## src/rtl/alu_mult_seq.sv

```systemverilog
// 8x8 unsigned shift-and-add multiplier that sequences an external ALU for every add.
// The carry-out of each ALU add becomes the bit shifted into the top of the high byte P.
module alu_mult_seq #(
   parameter logic [3:0] FS_ADD  = 4'h4,
   parameter logic [3:0] FS_IDLE = 4'h0,
   parameter int         CBIT    = 2
) (
   input  logic        CLK,
   input  logic        RST_N,
   input  logic        START,
   input  logic [7:0]  MCAND,
   input  logic [7:0]  MPLIER,
   output logic        BUSY,
   output logic        DONE,
   output logic [15:0] PRODUCT,
   output logic [7:0]  ALU_A,
   output logic [7:0]  ALU_B,
   output logic [3:0]  ALU_FUNSEL,
   input  logic [7:0]  ALU_OUT,
   input  logic [3:0]  ALU_ZCNO
);

   typedef enum logic [1:0] {S_IDLE, S_ITER, S_CAPT} state_t;

   state_t      state_q, state_d;
   logic [7:0]  m_q, m_d;
   logic [7:0]  p_q, p_d;
   logic [7:0]  q_q, q_d;
   logic [2:0]  cnt_q, cnt_d;
   logic [15:0] prod_q, prod_d;
   logic        done_q, done_d;
   logic [15:0] pq_nxt;
   logic        fin;
   logic        unused_zcno;

   // Only the carry flag is consumed; the other flag bits are intentionally ignored.
   assign unused_zcno = ^ALU_ZCNO;

   always_ff @(posedge CLK or negedge RST_N) begin
      if (!RST_N) begin
         state_q <= S_IDLE;
         m_q     <= '0;
         p_q     <= '0;
         q_q     <= '0;
         cnt_q   <= '0;
         prod_q  <= '0;
         done_q  <= 1'b0;
      end else begin
         state_q <= state_d;
         m_q     <= m_d;
         p_q     <= p_d;
         q_q     <= q_d;
         cnt_q   <= cnt_d;
         prod_q  <= prod_d;
         done_q  <= done_d;
      end
   end

   always_comb begin
      state_d = state_q;
      m_d     = m_q;
      p_d     = p_q;
      q_d     = q_q;
      cnt_d   = cnt_q;
      prod_d  = prod_q;
      done_d  = 1'b0;
      fin     = 1'b0;
      pq_nxt  = {p_q, q_q};
      case (state_q)
         S_IDLE: begin
            if (START) begin
               m_d     = MCAND;
               q_d     = MPLIER;
               p_d     = '0;
               cnt_d   = '0;
               state_d = S_ITER;
            end
         end
         S_ITER: begin
            // A set LSB defers the shift to CAPT so the ALU sum has a full cycle to settle.
            if (!q_q[0]) begin
               pq_nxt = {1'b0, p_q, q_q[7:1]};
               {p_d, q_d} = pq_nxt;
               cnt_d = cnt_q + 3'd1;
               fin   = (cnt_q == 3'd7);
            end else begin
               state_d = S_CAPT;
            end
         end
         S_CAPT: begin
            pq_nxt = {ALU_ZCNO[CBIT], ALU_OUT, q_q[7:1]};
            {p_d, q_d} = pq_nxt;
            cnt_d   = cnt_q + 3'd1;
            fin     = (cnt_q == 3'd7);
            state_d = S_ITER;
         end
         default: state_d = S_IDLE;
      endcase
      if (fin) begin
         prod_d  = pq_nxt;
         done_d  = 1'b1;
         state_d = S_IDLE;
      end
   end

   assign BUSY       = (state_q != S_IDLE);
   assign DONE       = done_q;
   assign PRODUCT    = prod_q;
   assign ALU_A      = BUSY ? p_q : 8'h00;
   assign ALU_B      = BUSY ? m_q : 8'h00;
   assign ALU_FUNSEL = ((state_q == S_ITER && q_q[0]) || state_q == S_CAPT) ? FS_ADD : FS_IDLE;

endmodule
```

## config.mk

```make
export PLATFORM = sky130hd
export DESIGN_NAME = alu_mult_seq
export DESIGN_NICKNAME = d
export VERILOG_FILES = /design/src/rtl/alu_mult_seq.sv
export SDC_FILE = /design/constraint.sdc
export NUM_CORES = 1
export LEC_CHECK = 0
export ABC_AREA = 1
export ABC_CLOCK_PERIOD_IN_PS = 5200
export CAP_MARGIN = 40
export CELL_PAD_IN_SITES_DETAIL_PLACEMENT = 1
export CELL_PAD_IN_SITES_GLOBAL_PLACEMENT = 2
export CORE_UTILIZATION = 29
export CTS_BUF_LIST = sky130_fd_sc_hd__clkbuf_2
export DETAILED_ROUTE_END_ITERATION = 10
export PLACE_DENSITY = 0.82
export RECOVER_POWER = 25
export SETUP_SLACK_MARGIN = 0.02
export SLEW_MARGIN = 20
export SYNTH_ARGS = -nofsm -noshare
export SYNTH_HDL_FRONTEND = slang
export SYNTH_SLANG_ARGS = --single-unit
```

## constraint.sdc

```tcl
create_clock -name CLK -period 5.2 [get_ports CLK]
set_clock_uncertainty 0.15 [all_clocks]
set_input_delay 1.56 -clock CLK [delete_from_list [all_inputs] [get_ports CLK]]
set_output_delay 1.56 -clock CLK [all_outputs]
set_load 0.03 [all_outputs]
```

=== After elaboration in Yosys (flattened, before gate mapping) ===
Cells that the tools add are included.

* Logic and storage cells: 46
* Output and inout bits: 38
* Bits in registers: 46

* Reduce and logical (&&, ||, !) cells: 9
* Add/sub/neg operators: 1
* Mux-type cells: 21
* Eq/ne operators: 7

{| class="wikitable"
|+ Operators with widths
! operator !! count
|-
| 8-bit 2-to-1 mux || 6
|-
| 8-bit one-hot mux with 3 select lines || 2
|-
| 16-bit one-hot mux with 2 select lines || 1
|-
| 16-bit 2-to-1 mux || 1
|-
| 3-bit 2-to-1 mux || 3
|-
| 3-bit one-hot mux with 3 select lines || 1
|-
| 2-bit 2-to-1 mux || 3
|-
| 3-bit != test (second input constant) || 2
|-
| 2-bit one-hot mux with 3 select lines || 1
|-
| 2-bit AND reduction || 3
|-
| 2-bit != test (second input constant) || 2
|-
| 3-bit by 1-bit adder with 3-bit output (second input constant) || 1
|-
| 3-bit == test (second input constant) || 1
|-
| 3-bit AND reduction || 1
|-
| 3-bit nonzero test || 1
|-
| 2-bit by 1-bit == test with 1-bit output (second input constant) || 1
|-
| 2-bit == test (second input constant) || 1
|-
| 2-bit zero test || 1
|-
| 1-bit 2-to-1 mux || 2
|-
| 1-bit one-hot mux with 2 select lines || 1
|-
| 2-bit nonzero test || 1
|-
| 1-bit logical AND || 1
|-
| 1-bit logical OR || 1
|}

=== Depth between registers and ports, before layout ===
* Depth after elaboration: 5
* Depth in mapped cells: 9
* Gate-level depth less buffers: 8

=== Least setup slack after synthesis ===
Ideal clock, no wire load.

* Path kind: register to output
* Start: reg state_q[0]
* End: out ALU_A[4]
* Stages on the path, launching flop included: 6
* Buffers on the path: 2
* Path slack: 2.071 ns
* Arrival: 1.419 ns
* Path through: dfrtp_1 inv_1 ha_1 buf_2 buf_1 nor2_1

* Cells in the longest elaborated chain, start to end: 2

{| class="wikitable"
|+ RTL lines
! item !! RTL line !! RTL
|-
| from (decl) || 25 || <nowiki>state_t state_q, state_d;</nowiki>
|-
| from (signal assigned) || 49 || <nowiki>state_q <= state_d;</nowiki>
|-
| 2-bit nonzero test || 106 || <nowiki>assign BUSY = (state_q != S_IDLE);</nowiki>
|-
| 8-bit 2-to-1 mux || 109 || <nowiki>assign ALU_A = BUSY ? p_q : 8'h00;</nowiki>
|-
| to (decl) || 16 || <nowiki>output logic [7:0] ALU_A,</nowiki>
|}

Every way passes these cells.

=== Worst setup path in the final report ===
* Start: reg state_q[1]
* End: out ALU_FUNSEL[2]

* Cells in the longest elaborated chain, start to end: 4
* Elaborated cells on any way between the ends: 5

{| class="wikitable"
|+ RTL lines
! item !! RTL line !! RTL
|-
| 2-bit by 1-bit == test with 1-bit output || 111 || <nowiki>assign ALU_FUNSEL = ((state_q == S_ITER && q_q[0]) || state_q == S_CAPT) ? FS_ADD : FS_IDLE;</nowiki>
|-
| 1-bit logical AND || 111 ||
|-
| 1-bit logical OR * || 111 ||
|-
| 3-bit 2-to-1 mux * || 111 ||
|-
| to (decl) || 18 || <nowiki>output logic [3:0] ALU_FUNSEL,</nowiki>
|}

Mark *: on every way between the ends. The rest lies on a longest branch, timed or not.

==> reports/qor_table.md <==
| Item | Reported | Unit |
| --- | --- | --- |
| Count of endpoints failing hold in the final timing report | 0 | - |
| Final weighted congestion in routability-driven placement | 0.796 | - |
| Power per cell area | 577 | nW/um^2 |
| Worst path cell trace | inv_1 -> ha_1 -> nand2_2 -> nand2_1 -> clkdlybuf4s50_1 | - |
| Post-layout net count | 433 | - |
| Critical path capture point type | output pin | - |
| Slowest-stage cell, CP | clkdlybuf4s50_1 | - |
| Proportion of power drawn by combinational gates | 60.5 | % |
| Quantity of I/O buffers inserted on ports | 62 | - |
| Hold path depth | 2 | - |
| Violated checks | max-capacitance violations, max-slew violations | - |
| Clock Power Share | 8.3 | % |
| Max stage delay on crit path | 670 | ps |
| Number of maximum-capacitance constraint violations | 1 | - |
| Peak fanout along the critical path | 14 | - |
| Hold_buf cts | 0 | - |
| Area growth syn-to-layout | 28.6 | % |
| Clock tree from TritonCTS | built | - |
| Buffers & Inverters on Critical Path | 2 | - |
| Hold Crit Start | PRODUCT[14] | - |
| Flip-flop and latch count after synthesis | 46 | - |
| Syn. warnings | 0 | - |
| Combined global-route utilization of all metal layers | 17.5 | % |
| Actual transition at the worst max-transition pin | 2540 | ps |
| Final-report max-slew violation count | 47 | - |
| N_diodes | 0 | - |
| Clock transition at the register clock pins on the worst setup and hold paths after CTS | 250 | ps |
| Internal power summed over all cells | 881 | uW |
| Final cell count without fillers | 500 | - |
| Finished Core Util | 38.8 | % |
| Data arrival time of the critical path | 2600 | ps |
| Number of fillers in the final layout | 1044 | - |
| Library cell occupying the most area in the post-synthesis netlist | dfrtp_1 | - |
| Status | finished, violations left | - |
| Die outline area | 8960 | um^2 |
| Core Rows | 33 | - |
| RSZ-0062 raised after global routing | false | - |
| Worst Hold Endpoint | PRODUCT[14] | - |
| Netlist Area Pre-Place | 2490 | um^2 |
| Cell at the root of the clock tree | clkbuf_2 | - |
| Number of remaining DRC errors | 0 | - |
| Number of ports placed on the die boundary | 69 | - |
| Setup crit start kind | flip-flop | - |
| Buffer count from post-CTS setup fixing | 0 | - |
| Worst reg2reg startpoint | state_q[1] | - |
| TNS Setup | 0 | ps |
| Worst-Skew Late Latency | 440 | ps |
| Iteration-0 DRC Markers | 101 | - |
| Vias/cell | 4.55 | - |
| Setup CP Type | reg2out | - |
| Switching Share | 52.3 | % |
| Die X | 94.7 | um |
| Dominant delay contributor by cell family on the critical path | buffers and inverters | - |
| Routed length per instance | 14.1 | um |
| Part of the total power dissipated in sequential elements | 31.3 | % |
| Hold WC Path Type | reg2reg | - |
| Max Clk Rate | 232 | MHz |
| Vias in the first global route | 2348 | - |
| First-pass GRT wire length | 11.9 | mm |
| Max-Slew Margin vs Limit | -69.2 | % |
| Syn Area/Cell | 7.41 | um^2 |
| Overall via count from detail_route | 2273 | - |
| Number of buffers inserted during clock tree synthesis | 5 | - |
| Cell count of the worst reg-to-reg path | 7 | - |
| Final period util | 82.8 | % |
| Minimum clock period | 4310 | ps |
| Peak VDD IR | 0.000215 | V |
| Internal reg-to-reg setup slack | 2700 | ps |
| Top cells by area in the synthesized netlist | dfrtp_1 46%, nand2_1 13%, nor2_1 9.5%, inv_1 5.9%, a21oi_1 5.2% | - |
| Final standard cell area without fillers | 3200 | um^2 |
| Post-Route WL | 7.07 | mm |
| Largest net degree at the start of global routing | 47 | - |
| Distinct cells, synth | 24 | - |
| Post-cts resize count | 0 | - |
| Data required, critical path | 3490 | ps |
| DIE HEIGHT | 94.7 | um |
| Maximum root-to-sink buffer count | 2 | - |
| Post-place instance area | 3170 | um^2 |
| Initial Util | 30.2 | % |
| Global-route congestion overflow total | 0 | - |
| Sw Pwr | 967 | uW |
| Total iterations of the first detailed-routing run | 4 | - |
| Sequential element share of the synthesized area | 46.2 | % |
| Yosys top cell area share | 46.2 | % |
| Htree depth | 2 | - |
| Antenna violations before repair | 0 | - |
| TritonCTS Sinks | 46 | - |
| Number of nets still failing antenna checks after routing | 0 | - |
| Share of cells above drive strength 1 | 6.08 | % |
| Final setup violation count | 0 | - |
| Placed cell count | 493 | - |
| HPWL after DPL | 5.15 | mm |
| Core region area | 8260 | um^2 |
| R2R Path End | q_q[2] | - |
| Lkg Pwr | 0.00157 | uW |
| Fin Hold WS | 363 | ps |
| Gate Count Post-Synth | 336 | - |
-- cells in the mapped netlist --
master    instances
a21oi_1          26
and2_1            1
buf_1             1
buf_2             7
buf_4             4
buf_6             2
conb_1            1
dfrtp_1          46
ha_1              7
inv_1            39
inv_2             3
nand2_1          83
nand2_2           2
nand2_4           1
nand2_8           1
nand3_1          22
nand3_2           2
nor2_1           63
nor2_2            4
nor2_4            1
o211ai_1          1
o21ai_0          11
o21ai_1           7
or2_2             1
-- logic make-up after synthesis --
family	count (synthesis)	share of synthesized area [%]
AO/OA/AOI/OAI	45	9.15
adder cells (fa/ha/maj)	7	3.52
buffers and inverters	56	10.0
flip-flops	46	46.2
other	1	0.151
AND/OR/NAND/NOR	181	31.0
-- power by group through the flow --
| stage | Clock, uW | Sequential [uW] | Combinational, uW |
|---|---|---|---|
| 2_1_floorplan | 0 | 607 | 716 |
| 3_3_place_gp | 0 | 580 | 1110 |
| 3_5_place_dp | 0 | 587 | 1130 |
| 4_1_cts | 158 | 580 | 1140 |
| 5_1_grt | 173 | 600 | 1240 |
| 6_report | 153 | 578 | 1120 |
-- tightest hold or removal path, delay by kind of cell (launching register included) --
family / cells / cell delay (ps)
DFF: 1 / 400
and+or+nand+nor: 2 / 100
-- through the flow --
stage	setup WS, ps	power, uW
detailed placement	1420	1720
floorplan	2070	1320
CTS	846	1870
global route	721	2010
finish	893	1850
global placement	1460	1690
-- layer usage --
metal	share of wire, %	wire length (um)	track usage (%)
met1	47	3330	23.1
met4	1.0	74	4.17
met3	3.9	273	3.06
met5	0	0	0
met2	48	3390	29.4
-- flip-flops by register name (all words and copies together), names as in the netlist --
register,cells
PRODUCT,16
m_q,8
cnt_q,3
state_q,2
p_q,8
q_q,8
DONE,1
-- layout make-up --
| type | instances | area [um^2] | area share (%) |
|---|---|---|---|
| multi-input combinational | 236 | 1100 | 34.3 |
| sequential | 46 | 1150 | 36.0 |
| tap | 105 | 131 | 4.10 |
| clock buffer | 6 | 30.0 | 0.938 |
| inverter | 42 | 158 | 4.92 |
| timing repair buffer | 64 | 627 | 19.6 |
| clock inverter | 1 | 7.51 | 0.234 |
-- placed cells by master (no fill, tap or decap), types with 4 or more instances in the layout --
master and n:
nand2_1 83, nor2_1 63, clkdlybuf4s50_1 61, dfrtp_1 46
inv_1 39, a21oi_1 26, nand3_1 22, o21ai_0 11
o21ai_1 7, ha_1 7, clkbuf_2 6, nor2_2 4
-- worst max path at each step --
stage,end,cells past startpoint,slack (ps),startpoint
after CTS,ALU_FUNSEL[2],5,850,state_q[1]
after global routing,ALU_FUNSEL[2],5,720,state_q[1]
after global placement,ALU_FUNSEL[2],5,1460,state_q[1]
after floorplan,ALU_A[4],5,2070,state_q[0]
final,ALU_FUNSEL[2],5,890,state_q[1]
after detailed placement,ALU_FUNSEL[2],5,1420,state_q[1]
Power figures use the tool's default switching activity.
